**src/rtl/sdram_arbiter.sv**
```systemverilog
// Arbitrates the single SDRAM controller port between the ROM download writer and
// four one-entry-cached game ROM read ports (program, character, tile, sprite).
module sdram_arbiter #(
    parameter int ADDR_WIDTH = 23,
    parameter int DATA_WIDTH = 32
) (
    input  logic                    clk,
    input  logic                    reset_n,
    input  logic                    download,
    input  logic [ADDR_WIDTH-1:0]   dl_addr,
    input  logic [DATA_WIDTH-1:0]   dl_data,
    input  logic                    dl_req,
    output logic                    dl_ack,
    input  logic [3:0]              rom_cs,
    input  logic [4*ADDR_WIDTH-1:0] rom_addr,
    output logic [4*DATA_WIDTH-1:0] rom_q,
    output logic [3:0]              rom_valid,
    output logic [ADDR_WIDTH-1:0]   sdram_addr,
    output logic [DATA_WIDTH-1:0]   sdram_data,
    output logic                    sdram_we,
    output logic                    sdram_req,
    input  logic                    sdram_ack,
    input  logic                    sdram_valid,
    input  logic [DATA_WIDTH-1:0]   sdram_q
);
    localparam int NPORT = 4;

    typedef enum logic [1:0] {
        IDLE,
        WAIT_ACK,
        WAIT_VALID
    } state_t;

    state_t                  state_q, state_d;
    logic [1:0]              owner_q, owner_d;
    logic [1:0]              last_q, last_d;
    logic [ADDR_WIDTH-1:0]   addr_q, addr_d;
    logic [DATA_WIDTH-1:0]   wdata_q, wdata_d;
    logic                    we_q, we_d;
    logic                    req_q, req_d;
    logic                    dl_ack_q, dl_ack_d;
    logic [ADDR_WIDTH-1:0]   tag_addr_q [NPORT];
    logic [ADDR_WIDTH-1:0]   tag_addr_d [NPORT];
    logic [NPORT-1:0]        tag_ok_q, tag_ok_d;
    logic [DATA_WIDTH-1:0]   cache_q [NPORT];
    logic [DATA_WIDTH-1:0]   cache_d [NPORT];

    logic [ADDR_WIDTH-1:0]   port_addr [NPORT];
    logic [NPORT-1:0]        hit;
    logic [NPORT-1:0]        pend;
    logic                    busy;
    logic                    grant_found;
    logic [1:0]              grant_port;
    logic [1:0]              cand;

    assign busy = (state_q != IDLE);

    // The owner of an in-flight read is not pending again until its fill lands.
    generate
        for (genvar gi = 0; gi < NPORT; gi++) begin : g_port
            assign port_addr[gi] = rom_addr[gi*ADDR_WIDTH +: ADDR_WIDTH];
            assign hit[gi]       = rom_cs[gi] & tag_ok_q[gi] & (port_addr[gi] == tag_addr_q[gi]);
            assign pend[gi]      = rom_cs[gi] & ~hit[gi] & ~(busy & (owner_q == 2'(gi)));
            assign rom_q[gi*DATA_WIDTH +: DATA_WIDTH] = cache_q[gi];
        end
    endgenerate

    assign rom_valid  = hit;
    assign sdram_addr = addr_q;
    assign sdram_data = wdata_q;
    assign sdram_we   = we_q;
    assign sdram_req  = req_q;
    assign dl_ack     = dl_ack_q;

    // Round-robin search starting just after the most recently granted port.
    always_comb begin
        grant_found = 1'b0;
        grant_port  = 2'd0;
        cand        = 2'd0;
        for (int k = 1; k <= NPORT; k++) begin
            cand = last_q + 2'(k);
            if (!grant_found && pend[cand]) begin
                grant_found = 1'b1;
                grant_port  = cand;
            end
        end
    end

    always_comb begin
        state_d    = state_q;
        owner_d    = owner_q;
        last_d     = last_q;
        addr_d     = addr_q;
        wdata_d    = wdata_q;
        we_d       = we_q;
        req_d      = req_q;
        dl_ack_d   = 1'b0;
        tag_addr_d = tag_addr_q;
        tag_ok_d   = tag_ok_q;
        cache_d    = cache_q;

        case (state_q)
            IDLE: begin
                if (dl_req) begin
                    addr_d  = dl_addr;
                    wdata_d = dl_data;
                    we_d    = 1'b1;
                    req_d   = 1'b1;
                    state_d = WAIT_ACK;
                end else if (!download && grant_found) begin
                    owner_d              = grant_port;
                    last_d               = grant_port;
                    addr_d               = port_addr[grant_port];
                    we_d                 = 1'b0;
                    req_d                = 1'b1;
                    tag_ok_d[grant_port] = 1'b0;
                    state_d              = WAIT_ACK;
                end
            end
            WAIT_ACK: begin
                if (sdram_ack) begin
                    req_d = 1'b0;
                    if (we_q) begin
                        dl_ack_d = 1'b1;
                        state_d  = IDLE;
                    end else if (sdram_valid) begin
                        cache_d[owner_q]    = sdram_q;
                        tag_addr_d[owner_q] = addr_q;
                        tag_ok_d[owner_q]   = 1'b1;
                        state_d             = IDLE;
                    end else begin
                        state_d = WAIT_VALID;
                    end
                end
            end
            WAIT_VALID: begin
                if (sdram_valid) begin
                    cache_d[owner_q]    = sdram_q;
                    tag_addr_d[owner_q] = addr_q;
                    tag_ok_d[owner_q]   = 1'b1;
                    state_d             = IDLE;
                end
            end
            default: state_d = IDLE;
        endcase

        // A download invalidates every cached word, including a fill landing now.
        if (download) begin
            tag_ok_d = '0;
        end
    end

    always_ff @(posedge clk or negedge reset_n) begin
        if (!reset_n) begin
            state_q  <= IDLE;
            owner_q  <= 2'd0;
            last_q   <= 2'd3;
            addr_q   <= '0;
            wdata_q  <= '0;
            we_q     <= 1'b0;
            req_q    <= 1'b0;
            dl_ack_q <= 1'b0;
            tag_ok_q <= '0;
            for (int i = 0; i < NPORT; i++) begin
                tag_addr_q[i] <= '0;
                cache_q[i]    <= '0;
            end
        end else begin
            state_q  <= state_d;
            owner_q  <= owner_d;
            last_q   <= last_d;
            addr_q   <= addr_d;
            wdata_q  <= wdata_d;
            we_q     <= we_d;
            req_q    <= req_d;
            dl_ack_q <= dl_ack_d;
            tag_ok_q <= tag_ok_d;
            for (int i = 0; i < NPORT; i++) begin
                tag_addr_q[i] <= tag_addr_d[i];
                cache_q[i]    <= cache_d[i];
            end
        end
    end

endmodule

```
**config.mk**
```make
export PLATFORM = sky130hd
export DESIGN_NAME = sdram_arbiter
export DESIGN_NICKNAME = d
export VERILOG_FILES = /design/src/rtl/sdram_arbiter.sv
export SDC_FILE = /design/constraint.sdc
export NUM_CORES = 1
export LEC_CHECK = 0
export ABC_CLOCK_PERIOD_IN_PS = 2900
export CAP_MARGIN = 20
export CORE_ASPECT_RATIO = 0.7
export CORE_MARGIN = 1.5
export CORE_UTILIZATION = 48
export CTS_CLUSTER_SIZE = 16
export DETAILED_ROUTE_END_ITERATION = 6
export PLACE_DENSITY = 0.81
export SLEW_MARGIN = 20
export SYNTH_ARGS = -nofsm -noshare
export SYNTH_HDL_FRONTEND = slang
export SYNTH_SLANG_ARGS = --single-unit
```
**constraint.sdc**
```tcl
create_clock -name clk -period 2.9 [get_ports clk]
set_input_delay 0.435 -clock clk [delete_from_list [all_inputs] [get_ports clk]]
set_output_delay 0.435 -clock clk [all_outputs]
set_load 0.01 [all_outputs]
```
==> key figures, run 1 <==
Drt
  – WL final: 41.1 mm
  – DRC violations left: 0
  – WL/cell: 23.6 um
  – Starting DRT DRC Count: about 550
  – Detailed-route via count: 9507
  – First-pass iteration count of the detailed router: 5
  – Via density: roughly 5.5
  – DRT antenna net count: 0

Timing
  – Worst slew margin: 59.6%
  – Slew Limit Fails: 0
  – Tightest Pin Transition: 0.605 ns
  – Final min period: 3.02 ns
  – PnR worst setup slack: -0.123 ns
  – Final hold violation count: 0
  – Final Cycle Share: 104%
  – Final setup viols: 23
  – Unrepaired setup endpoints after global routing: true
  – Total Negative Setup Slacks: -2.10 ns
  – Layout Skew: about 0.017 ns
  – Fmax: ~0.33 GHz

Power
  – Sw power: 6.72 mW
  – Internal: between 10 and 15 mW
  – PD cells: ~1100 nW/um^2
  – Sw frac: about 33%
  – Leak Pwr: 8.52 nW
  – Comb pwr share: 45.9%
  – VDD IR max: 0.736 mV
  – Seq pwr share: 35.2%
  – Overall power: roughly 20 mW
  – Clock Power Share: approximately a fifth

Final layout
  – Final nets: approximately 1600
  – Area Growth Syn to Fin: 47.0%
  – Post-route cell area: 19000 sq um
  – Share of layout cells above drive strength 1: 33.8%

Worst setup path
  – CP Capture Type: flop
  – Crit path launch type: flop
  – CP arrival: ~3.5 ns
  – Critical path class: flop to flop
  – CP required: ~3.4 ns
  – Peak per-stage delay on the critical path: a little under 0.4 ns
  – Critical-path top delay cell: dfrtp_1
  – Cell chain of the critical path: xor2_1 > nor4_1 > buf_4 > nand4_1 > o221ai_2 > buf_4 > nand2_2 > a221o_2 > buf_12 > mux2i_1 > mux2_4 > a21oi_2
  – Crit Path Max Fanout: 34
  – CP most frequent cell: buf_4

Place
  – IO buf count: 378
  – Gpl congestion: 0.887
  – Placed Area: between 15000 and 20000 sq um
  – Dpl hpwl: 29.3 mm

Die
  – Row cnt: 49
  – Die area: 27900 sq um
  – Die Ht: 140 um
  – Core footprint: ~26000 sq um
  – Die Wd: 199 um
  – Number of top-level pins: 379
  – Initial core utilization: around half

Clock tree
  – CTS tree: yes
  – Num CTS Buffers: 28
  – Clk Latency, worst-skew pair: 0.55 ns
  – CTS sink count: 288
  – Reg clk slew, reported paths: approximately 0.06 ns
  – Clk buf depth: 3
  – Htree depth: 1
  – Root buf cell: clkbuf_16

Logic synthesis
  – Adder-cell area share of the yosys netlist: 0.291%
  – Xor/xnor share of the synthesized area: 6.24%
  – Dominant synthesized flop cell: dfrtp_1
  – Netlist cell types: 49
  – Async set or reset register ratio after synthesis: 100%
  – FF+latch count, synth: 288
  – Mapped Nets: around 1100
  – Sequential area share after synthesis: 55.9%
  – Mux cell area share after synthesis: 27.8%
  – Syn Inst Count: roughly 900
  – Syn Area/Cell: 14.2 sq um
  – Post-Synth Simple-Gate Area: under 10%
  – Synth Area in Compound Gates: around 4.3%
  – Yosys Warn Count: 0
  – Number of synthesized flops with an enable pin: 0
  – Mapped cell area: 12900 sq um
  – Main combinational cell family by area after synthesis: multiplexers

GRT
  – Total GRT Usage: ~29%
  – Total grt overflow: 0
  – Initial antenna violation count: 5
  – Vias in the first global route: 10100
  – First-pass GRT wire length: between 60 and 70 mm
  – Largest net degree at the start of global routing: 78

Outcome
  – Status: finished with violations
  – Violated checks: setup timing

Flow run
  – Max-cap violations: 0

Min path
  – Hold Crit Class: input pin to async pin
==> critical path: cells and delay by family, from the launching register on <==
family                    cells  cell delay [ns]
DFF                           1             0.39
xor gates and xnor gates      1             0.19
muxes                         2             0.44
buffers and inverters         3             0.53
and+or+nand+nor               3             0.54
AOI/OAI and AO/OA             3             0.85
==> synthesized netlist by cell type (2+ instances only) <==
library cell | number | area (sq um)
nor2b_1 | 4 | 25.0
nand2_1 | 17 | 63.8
a21oi_2 | 20 | 175
o21ai_0 | 4 | 20.0
buf_12 | 4 | 80.1
nand3b_1 | 3 | 22.5
nor3_1 | 4 | 20.0
ha_1 | 3 | 37.5
and2_1 | 3 | 18.8
mux2_2 | 275 | 3100
o31a_1 | 2 | 17.5
buf_6 | 4 | 45.0
nor2_1 | 12 | 45.0
nand4_1 | 7 | 43.8
a21oi_1 | 6 | 30.0
a211oi_1 | 2 | 15.0
nand3_1 | 3 | 15.0
dfstp_2 | 2 | 52.6
clkbuf_1 | 33 | 124
o22ai_1 | 22 | 138
xor2_1 | 82 | 718
nor4_1 | 20 | 125
inv_1 | 7 | 26.3
mux2i_1 | 48 | 480
o21ai_1 | 2 | 10.0
xnor2_1 | 10 | 87.6
o21a_1 | 3 | 22.5
dfrtp_1 | 286 | 7160
==> final timing paths <==
path	endpoint	depth (start not counted)	slack, ns	from
max	sdram_addr[13]	12	-0.12	tag_addr_q[50]
min	sdram_data[5]	2	0.48	reset_n
max reg2reg	sdram_addr[13]	12	-0.12	tag_addr_q[50]
min reg2reg	rom_q[66]	1	0.50	rom_q[66]
max in group asynchronous	last_q[1]	3	1.55	reset_n
min in group clk	rom_q[66]	1	0.50	rom_q[66]
==> flip-flops by register name, summed over array words and instances, names as in the netlist <==
| register | cells |
|---|---|
| last_q | 2 |
| sdram_addr | 23 |
| dl_ack | 1 |
| sdram_data | 32 |
| tag_addr_q | 92 |
| sdram_req | 1 |
| tag_ok_q | 4 |
| sdram_we | 1 |
| state_q | 2 |
| rom_q | 128 |
| owner_q | 2 |
==> metrics by stage <==
stage	utilization [%]	cells	hold slack, ns	setup WS, ns
final	72.8	1744	0.479	-0.123
after detailed placement	67.9	1681	0.459	-0.706
after CTS	72.3	1737	0.484	-0.00452
after global placement	67.9	1681	0.455	-0.672
after global routing	72.8	1743	0.503	-0.194
after floorplan	-	909	0.139	0.333
==> final cells by class <==
| type | count | area, sq um |
|---|---|---|
| sequential | 288 | 7210 |
| antenna | 4 | 10.0 |
| inverter | 7 | 26.3 |
| timing repair buffer | 470 | 4700 |
| clock buffer | 34 | 754 |
| fill | 1762 | 7080 |
| multi-input combinational | 571 | 5640 |
| tap | 357 | 447 |
| clock inverter | 13 | 190 |
==> placed cells by master (no fill, tap or decap), types with 4 or more instances in the layout <==
master / count
a21oi_2: 22
clkbuf_1: 4
o22ai_1: 19
nor2_1: 8
clkbuf_16: 29
diode_2: 4
nor4_1: 16
mux2i_1: 48
buf_6: 5
mux2_2: 261
nand2_2: 5
nand2_1: 12
buf_12: 15
nand4_1: 7
bufinv_16: 5
inv_1: 7
clkinv_2: 8
a21oi_1: 4
o21ai_0: 4
xor2_1: 81
xnor2_1: 9
clkdlybuf4s50_1: 373
dfrtp_1: 286
mux2_4: 14
buf_4: 70
==> power groups by stage <==
stage               sequential [mW]  combinational [mW]  clock (mW)
floorplan                      7.37                3.96           0
global placement               6.99                8.36           0
detailed placement             7.09                8.54           0
CTS                            7.03                9.02        3.88
global route                   7.27                9.70        4.04
finish                         7.06                9.21        3.81
==> layer usage <==
| layer | vias to the layer above | global-route usage (%) | share of wire, % |
|---|---|---|---|
| met1 | 4843 | 40.6 | 43 |
| li1 | 4177 | - | - |
| met3 | 63 | 8.57 | 9.4 |
| met5 | - | 0 | 0.032 |
| met2 | 422 | 45.5 | 45 |
| met4 | 2 | 6.70 | 2.1 |
==> logic make-up (layout without fill, tap and decap cells) <==
logic type,Yosys count,after routing
compound gates,73,73
xor+xnor,92,92
fa+ha+maj,3,3
buf+inv,50,524
flops,288,288
mux,324,324
other cells,0,4
simple gates,79,79
==> timing repair <==
action / CTS / global route
endpoints found under the setup margin: 28 / 31
buffers inserted: 6 / 5
resized for setup: 21 / 34
pin swaps: 4 / 15
gates cloned: 3 / 0
hold endpoints to repair: 68 / 0
hold buffers: 1 / 0
(Power assumes the default switching activity.)
==> run 2, diff against run 1 <==
--- a/config.mk
+++ b/config.mk
@@ -12,6 +12,7 @@
 export CORE_UTILIZATION = 48
 export CTS_CLUSTER_SIZE = 16
 export DETAILED_ROUTE_END_ITERATION = 6
+export GPL_ROUTABILITY_DRIVEN = 0
 export PLACE_DENSITY = 0.81
 export SLEW_MARGIN = 20
 export SYNTH_ARGS = -nofsm -noshare
==> results of run 2 <==
Final layout, timing and power as in run 1 (identical DEF).
==> run 3, diff against run 2 <==
--- a/config.mk
+++ b/config.mk
@@ -14,7 +14,6 @@
 export DETAILED_ROUTE_END_ITERATION = 6
 export GPL_ROUTABILITY_DRIVEN = 0
 export PLACE_DENSITY = 0.81
-export SLEW_MARGIN = 20
 export SYNTH_ARGS = -nofsm -noshare
 export SYNTH_HDL_FRONTEND = slang
 export SYNTH_SLANG_ARGS = --single-unit
==> results of run 3 <==
Final layout, timing and power as in run 1 (identical DEF).
